--- config.mk ---
export PLATFORM = sky130hd
export DESIGN_NAME = gb_bus_ctrl
export DESIGN_NICKNAME = d
export VERILOG_FILES = /design/src/rtl/gb_bus_ctrl.sv
export SDC_FILE = /design/constraint.sdc
export NUM_CORES = 1
export LEC_CHECK = 0
export CORE_MARGIN = 1.5
export CORE_UTILIZATION = 48
export DETAILED_ROUTE_END_ITERATION = 16
export PLACE_DENSITY_LB_ADDON = 0.12
export SLEW_MARGIN = 20
export SYNTH_ARGS = -nofsm -noshare
export SYNTH_HDL_FRONTEND = slang
export SYNTH_SLANG_ARGS = --single-unit
--- constraint.sdc ---
create_clock -name clk -period 2.55 [get_ports clk]
set_input_delay 0.51 -clock clk [delete_from_list [all_inputs] [get_ports clk]]
set_output_delay 0.51 -clock clk [all_outputs]
set_load 0.01 [all_outputs]
--- src/rtl/gb_bus_ctrl.sv ---
// Game Boy cartridge bus controller.
// Synchronizes the raw cartridge strobes and address, turns cartridge reads
// into single-cycle memory read requests (driving the answer back onto the
// pad), and turns cartridge writes into single-cycle memory write strobes.
module gb_bus_ctrl #(
    parameter int ADDR_W  = 16,
    parameter int DATA_W  = 8,
    parameter int TIMEOUT = 15
) (
    input  logic              clk,
    input  logic              rst_n,
    input  logic [ADDR_W-1:0] gb_addr,
    input  logic              gb_rd_n,
    input  logic              gb_wr_n,
    input  logic              gb_cs_n,
    input  logic [DATA_W-1:0] pad_din,
    output logic [DATA_W-1:0] pad_dout,
    output logic [DATA_W-1:0] pad_oe,
    output logic              mem_rd_req,
    output logic [ADDR_W-1:0] mem_rd_addr,
    output logic              mem_rd_ram,
    input  logic [DATA_W-1:0] mem_rd_data,
    input  logic              mem_rd_valid,
    output logic              mem_wr_stb,
    output logic [ADDR_W-1:0] mem_wr_addr,
    output logic [DATA_W-1:0] mem_wr_data,
    output logic              mem_wr_ram,
    output logic              rd_timeout
);

    localparam int CNT_W = $clog2(TIMEOUT + 1);

    typedef enum logic [2:0] {
        IDLE     = 3'd0,
        RD_REQ   = 3'd1,
        RD_WAIT  = 3'd2,
        RD_DRIVE = 3'd3,
        WR_HOLD  = 3'd4
    } state_t;

    state_t state, state_nxt;

    logic              rd_n_p0, rd_n_s, wr_n_p0, wr_n_s, cs_n_p0, cs_n_s;
    logic [ADDR_W-1:0] addr_p0, addr_s;
    logic              fill_p0, fill_p1;
    logic              rd_n_d, wr_n_d;
    logic [CNT_W-1:0]  wait_cnt;

    logic rd_fall, wr_fall, is_rom, is_ram, acc_ok, addr_ram;

    // Two-flop synchronizers plus strobe history; history reads as "low"
    // until the synchronizers have filled, so a strobe held low across
    // reset release never looks like a fresh falling edge.
    always_ff @(posedge clk or negedge rst_n) begin
        if (!rst_n) begin
            rd_n_p0 <= 1'b1;
            rd_n_s  <= 1'b1;
            wr_n_p0 <= 1'b1;
            wr_n_s  <= 1'b1;
            cs_n_p0 <= 1'b1;
            cs_n_s  <= 1'b1;
            addr_p0 <= '0;
            addr_s  <= '0;
            fill_p0 <= 1'b0;
            fill_p1 <= 1'b0;
            rd_n_d  <= 1'b0;
            wr_n_d  <= 1'b0;
        end else begin
            rd_n_p0 <= gb_rd_n;
            rd_n_s  <= rd_n_p0;
            wr_n_p0 <= gb_wr_n;
            wr_n_s  <= wr_n_p0;
            cs_n_p0 <= gb_cs_n;
            cs_n_s  <= cs_n_p0;
            addr_p0 <= gb_addr;
            addr_s  <= addr_p0;
            fill_p0 <= 1'b1;
            fill_p1 <= fill_p0;
            rd_n_d  <= rd_n_s & fill_p1;
            wr_n_d  <= wr_n_s & fill_p1;
        end
    end

    assign rd_fall  = rd_n_d & ~rd_n_s;
    assign wr_fall  = wr_n_d & ~wr_n_s;
    assign addr_ram = (addr_s[ADDR_W-1 -: 3] == 3'b101);
    assign is_rom   = ~addr_s[ADDR_W-1];
    assign is_ram   = addr_ram & ~cs_n_s;
    assign acc_ok   = is_rom | is_ram;

    // State register.
    always_ff @(posedge clk or negedge rst_n) begin
        if (!rst_n) state <= IDLE;
        else        state <= state_nxt;
    end

    // Next-state decision; an abort (strobe released) outranks a late answer.
    always_comb begin
        state_nxt = state;
        case (state)
            IDLE: begin
                if (!rd_n_s && !wr_n_s)   state_nxt = IDLE;
                else if (rd_fall && acc_ok) state_nxt = RD_REQ;
                else if (wr_fall && acc_ok) state_nxt = WR_HOLD;
            end
            RD_REQ:   state_nxt = rd_n_s ? IDLE : RD_WAIT;
            RD_WAIT: begin
                if (rd_n_s)                                    state_nxt = IDLE;
                else if (mem_rd_valid)                         state_nxt = RD_DRIVE;
                else if (wait_cnt == CNT_W'(TIMEOUT - 1))      state_nxt = RD_DRIVE;
            end
            RD_DRIVE: if (rd_n_s || addr_s != mem_rd_addr) state_nxt = IDLE;
            WR_HOLD:  if (wr_n_s) state_nxt = IDLE;
            default:  state_nxt = IDLE;
        endcase
    end

    // Address/data capture, wait counter and sticky timeout flag.
    always_ff @(posedge clk or negedge rst_n) begin
        if (!rst_n) begin
            mem_rd_addr <= '0;
            mem_rd_ram  <= 1'b0;
            pad_dout    <= '0;
            rd_timeout  <= 1'b0;
            wait_cnt    <= '0;
            mem_wr_addr <= '0;
            mem_wr_data <= '0;
            mem_wr_ram  <= 1'b0;
        end else begin
            case (state)
                IDLE: begin
                    if (state_nxt == RD_REQ) begin
                        mem_rd_addr <= addr_s;
                        mem_rd_ram  <= is_ram;
                    end
                    if (state_nxt == WR_HOLD) begin
                        mem_wr_addr <= addr_s;
                        mem_wr_data <= pad_din;
                        mem_wr_ram  <= addr_ram;
                    end
                end
                RD_REQ: wait_cnt <= '0;
                RD_WAIT: begin
                    if (state_nxt == RD_DRIVE) begin
                        if (mem_rd_valid) begin
                            pad_dout <= mem_rd_data;
                        end else begin
                            pad_dout   <= {DATA_W{1'b1}};
                            rd_timeout <= 1'b1;
                        end
                    end else begin
                        wait_cnt <= wait_cnt + 1'b1;
                    end
                end
                WR_HOLD: begin
                    // Stop sampling once the strobe rises so the write
                    // pulse carries the values seen while it was low.
                    if (!wr_n_s) begin
                        mem_wr_addr <= addr_s;
                        mem_wr_data <= pad_din;
                        mem_wr_ram  <= addr_ram;
                    end
                end
                default: ;
            endcase
        end
    end

    // Strobes and pad enable decoded straight from state so reset drops them at once.
    always_comb begin
        pad_oe     = {DATA_W{state == RD_DRIVE}};
        mem_rd_req = (state == RD_REQ);
        mem_wr_stb = (state == WR_HOLD) && wr_n_s;
    end

endmodule

Word-level counts from Yosys, hierarchy flattened

Index checks and enable logic that the tools add are counted.

Logic and storage cells: 83
Bits in registers: 100
Output and inout bits: 61

Multiplexer cells: 22
Bitwise gates (word level): 11
Eq/ne operators: 13
Reduce and logical (&&, ||, !) cells: 15
Add/subtract/negate cells: 1

Operator list:

| kind                                           | count |
|---|---|
| two-way mux 16 bit                             | 2 |
| case mux 16 bit (2 select lines)               | 1 |
| two-way mux 3 bit                              | 8 |
| two-way mux 8 bit                              | 3 |
| inequality test 16 bit                         | 1 |
| case mux 8 bit (2 select lines)                | 1 |
| case mux 3 bit (5 select lines)                | 1 |
| == test 3 x 2 -> 1 bit (second input constant) | 3 |
| == test 3 bit (second input constant)          | 3 |
| case mux 4 bit (2 select lines)                | 1 |
| == test 3 x 1 -> 1 bit (second input constant) | 2 |
| inequality test 2 bit (second input constant)  | 3 |
| AND reduction 2 bit                            | 3 |
| AND reduction 3 bit                            | 2 |
| AND 1 bit                                      | 5 |
| inverter 1 bit                                 | 5 |
| adder 4 x 1 -> 4 bit (second input constant)   | 1 |
| == test 4 bit (second input constant)          | 1 |
| logical AND 1 bit                              | 4 |
| two-way mux 4 bit                              | 1 |
| nonzero test 2 bit                             | 2 |
| logical NOT 3 bit                              | 1 |
| logical NOT 1 bit                              | 2 |
| two-way mux 1 bit                              | 2 |
| other kinds (4)                                | 4 |

Depth between registers and ports, before layout

Depth after elaboration: 11
Mapped depth: 6

Worst setup path before layout

No wires, ideal clock.

Path kind: reg2reg
Start: register wr_n_s
End: register mem_rd_addr[10]
Period minus slack after synthesis: 1,968 ps
Stages on the path, launching flop included: 5
Slack: 582 ps
Library setup time: 125 ps
Data required time: 2,425 ps
Data arrival time: 1,844 ps
Cell sequence: dfstp_2 or3b_1 a211oi_4 buf_8 mux2_2

Longest elaborated chain between the ends: 9
Elaborated cells between the ends (all ways): 12
Classes of those cells: 1 x eq/ne; 5 x mux; 2 x bitwise; 4 x reduce/logical

Ends and longest elaborated chain:

| item                                   | line | source |
|---|---|---|
| start: declaration                     | 43   | `logic rd_n_p0, rd_n_s, wr_n_p0, wr_n_s, cs_n_p0, cs_n_s;` |
| start signal: assignment               | 72   | `wr_n_s <= wr_n_p0;` |
| inverter 1 bit                         | 85   | `assign wr_fall = wr_n_d & ~wr_n_s;` |
| AND 1 bit                              | 85   |  |
| logical AND 1 bit                      | 104  | `else if (wr_fall && acc_ok) state_nxt = WR_HOLD;` |
| two-way mux 3 bit                      | 104  |  |
| two-way mux 3 bit                      | 103  | `else if (rd_fall && acc_ok) state_nxt = RD_REQ;` |
| two-way mux 3 bit                      | 102  | `if (!rd_n_s && !wr_n_s) state_nxt = IDLE;` |
| case mux 3 bit (5 select lines) *      | 100  | `case (state)` |
| == test 3 x 1 -> 1 bit *               | 132  | `if (state_nxt == RD_REQ) begin` |
| AND reduction 2 bit (no source line) * | -    |  |
| end signal: assignment                 | 133  | `mem_rd_addr <= addr_s;` |
| end: declaration                       | 20   | `output logic [ADDR_W-1:0] mem_rd_addr,` |

Mark *: on every way between the ends. The rest lies on a longest branch, timed or not.
A chain may end at the register's enable or synchronous reset.

Worst setup path in the final report

Start: register state[2]
End: output port pad_oe[6]

Longest elaborated chain between the ends: 1

Ends and longest elaborated chain:

| item                     | line | source |
|---|---|---|
| start: declaration       | 41   | `state_t state, state_nxt;` |
| start signal: assignment | 94   | `else state <= state_nxt;` |
| == test 3 x 2 -> 1 bit   | 171  | `pad_oe = {DATA_W{state == RD_DRIVE}};` |
| end: declaration         | 18   | `output logic [DATA_W-1:0] pad_oe,` |

Every way passes these cells.

==> flow_summary.yaml <==
clock_tree:
  post-cts-setup-buffers: 0
  cts_buffers: 9
  cts-root-buf: "clkbuf_8"
  cts_buffer_depth: 2
  worstSkewPairLatency_ns: 0.35
  cts_tree: "built"
  path_clk_slew_ns: 0.10
  cts.sinks: 100
  cts_htree_levels: 3
worst_setup_path:
  path_buf_inv: 1
  cp.required_ns: 2.04
  endpoint_kind: "output port"
  cp_slowest_cell: "clkdlybuf4s50_1"
  startpoint_type: "flop"
  crit_family: "buffers and inverters"
  r2r_slack_ns: 0.61
  crit_fanout: 9
  worstPathArrival_ns: 1.82
  crit_chain: "and3b_1 -> clkdlybuf4s50_1"
  path_class: "flop to output port"
  critical_path.max_stage_delay_ns: 0.60
sta:
  fmax_mhz: 429.1
  slew_violations: 0
  fin_crit_sh_pct: 91.40
  finClkSkew_ns: 0.01178
  grt_setup_unrepaired: "no"
  maxSlewHeadroom_pct: 58.79
  fin_tns_setup_ns: 0
  finalHoldViolations: 0
  worstMarginPinSlew_ns: 0.6148
  fin_crit_ns: 2.331
  setup_viol: 0
place:
  numPortBuffers: 98
  place_area_um2: 4718
  gp_congestion: 0.7396
  dp_hpwl_um: 4536
  placed_cells: 434
global_route:
  grt_pass1_wl_um: 11160
  grt_pass1_vias: 2320
  grt_util_all_layers_pct: 17.52
  antenna_found_initial: 0
  grt_max_degree: 57
  overflow: 0
synthesis:
  synth_top_area_share_pct: 63.99
  synth_cells: 246
  synth_top_cell_by_area: "dfrtp_1"
  syn_area_um2: 3676
  synth-main-ff-cell: "dfrtp_1"
  yosysSeqAreaShare_pct: 68.28
  ys_top_cells_by_area: "dfrtp_1 64%, mux2_2 12%, dfstp_2 4.3%, xnor2_1 3.6%, nor2_1 1.8%"
  yosys-top-cells-count: "94 x dfrtp_1, 40 x mux2_2, 18 x nor2_1"
  ys_seq_elements: 100
  async_flop_share_pct: 100.0
  synth-warning-count: 0
  yosysMostFrequentCell: "dfrtp_1"
  synth-edff-count: 0
  ys_types: 38
  synth_nets: 286
  avgSynthCellArea_um2: 14.94
route:
  drt_iter0_drc: 72
  drc: 0
  dr.pass1.iters: 4
  drt_wl_total_um: 6496
  ant_nets: 0
  avgRoutedWirePerCell_um: 14.40
  vias: 2206
  vias_per_cell: 4.891
power:
  total_power_w: 0.004198
  power_leakage_nw: 2.096
  irDropWorstVdd_v: 0.0005223
  power_density_nw_per_um2: 854.0
floorplan:
  die_w_um: 90.51
  initial_utilization_pct: 50.15
  core_area_um2: 7331
  ios: 99
  row_count: 31
  die_h_um: 90.51
  die_area_um2: 8192
final_layout:
  nets: 387
  final_area_um2: 4916
  final_cells: 451
  drive_gt1_share_pct: 21.31
  num_antenna_cells: 0
  syn2layout_area_growth_pct: 33.73
min_path:
  min_path_type: "flop to flop"
flow_run:
  drv_cap: 0
outcome:
  status: "finished clean"
[final cells by class]
class,instances,area (µm²)
fillers,547,2415
multi-input cells,126,1040
repair buffers,103,1033
well taps,99,123.9
clock inverters,7,58.81
inverters,7,26.28
flip-flops and latches,100,2510
clock buffers,9,123.9
[state kept, by name, indices dropped and copies added (netlist names), 3 cells and up]
name         count
wait_cnt         4
mem_wr_addr     16
mem_rd_addr     16
mem_wr_data      8
pad_dout         8
addr_s          16
state            3
addr_p0         16
[routing by layer]
| layer | track usage [%] | up-vias | part of all wire [%] |
|---|---|---|---|
| li1 | - | 1030 | - |
| met1 | 22.95 | 1110 | 44 |
| met2 | 26.94 | 64 | 49 |
| met3 | 7.492 | 2 | 6.0 |
| met4 | 4.365 | 0 | 0.58 |
| met5 | 0 | - | 0 |
[stage by stage]
| stage | utilization (%) | hold slack [ns] | setup slack (ns) |
|---|---|---|---|
| 5_1_grt | 67.06 | 0.3622 | 0.08127 |
| 2_1_floorplan | - | 0.2144 | 0.5817 |
| 6_report | 67.06 | 0.3529 | 0.2194 |
| 3_3_place_gp | 64.36 | 0.3312 | 0.3969 |
| 3_5_place_dp | 64.36 | 0.3356 | 0.3740 |
| 4_1_cts | 67.03 | 0.3560 | 0.006549 |
[power by group]
group / switching (W) / internal [W]
clock: 0.000553 / 0.000372
sequential: 0.000209 / 0.00190
combinational: 0.000415 / 0.000747
total: 0.00118 / 0.00302
[cell usage in the layout (no fill, tap or decap), drive strengths merged]
| master | instances |
|---|---|
| clkdlybuf4s50 | 96 |
| dfrtp | 94 |
| mux2 | 40 |
| nor2 | 18 |
| xnor2 | 15 |
| clkbuf | 9 |
| inv | 9 |
| nor4 | 8 |
| nand2 | 6 |
| dfstp | 6 |
| mux2i | 5 |
| buf | 5 |
| clkinv | 5 |
| nand4 | 4 |
| or3b | 4 |
| nor3 | 3 |
| o21ai | 3 |
| nand3 | 2 |
| xor2 | 2 |
| or3 | 2 |
| and2 | 2 |
| ha | 2 |
| and3b | 1 |
| a21oi | 1 |
| or4 | 1 |
| a211oi | 1 |
| a31oi | 1 |
| o21ba | 1 |
| o32a | 1 |
| nand3b | 1 |
| a21o | 1 |
| conb | 1 |
| dlygate4sd3 | 1 |
| dlymetal6s2s | 1 |
[logic make-up after synthesis]
kind of cell             Yosys count  share of synthesized area (%)
AO/OA/AOI/OAI                      9                          2.110
XOR/XNOR                          17                          4.051
adder cells (fa/ha/maj)            2                         0.6806
buffers and inverters             20                          3.505
flip-flops                       100                          68.28
multiplexers                      45                          13.61
other                              1                         0.1020
AND/OR/NAND/NOR                   52                          7.658
[final timing paths]
check / start / end / cells past startpoint
hold reg to reg: addr_p0[7]$_DFF_PN0_ / addr_s[7]$_DFF_PN0_ / 0
hold / removal: addr_p0[7]$_DFF_PN0_ / addr_s[7]$_DFF_PN0_ / 0
setup reg to reg: wr_n_s$_DFF_PN1_ / mem_rd_addr[10]$_DFFE_PN0P_ / 4
min in group asynchronous: rst_n / mem_rd_addr[1]$_DFFE_PN0P_ / 2
max in group asynchronous: rst_n / wr_n_p0$_DFF_PN1_ / 3
setup / recovery: state[2]$_DFF_PN0_ / pad_oe[6] / 2
[what timing repair did]
item | 4_1_cts | 5_1_grt
setup endpoints to repair | 1 | 1
hold buffers | 1 | 0
hold endpoints to repair | 14 | 0
gates cloned | 0 | 0
resized for setup | 1 | 1
Power figures use the tool's default switching activity.
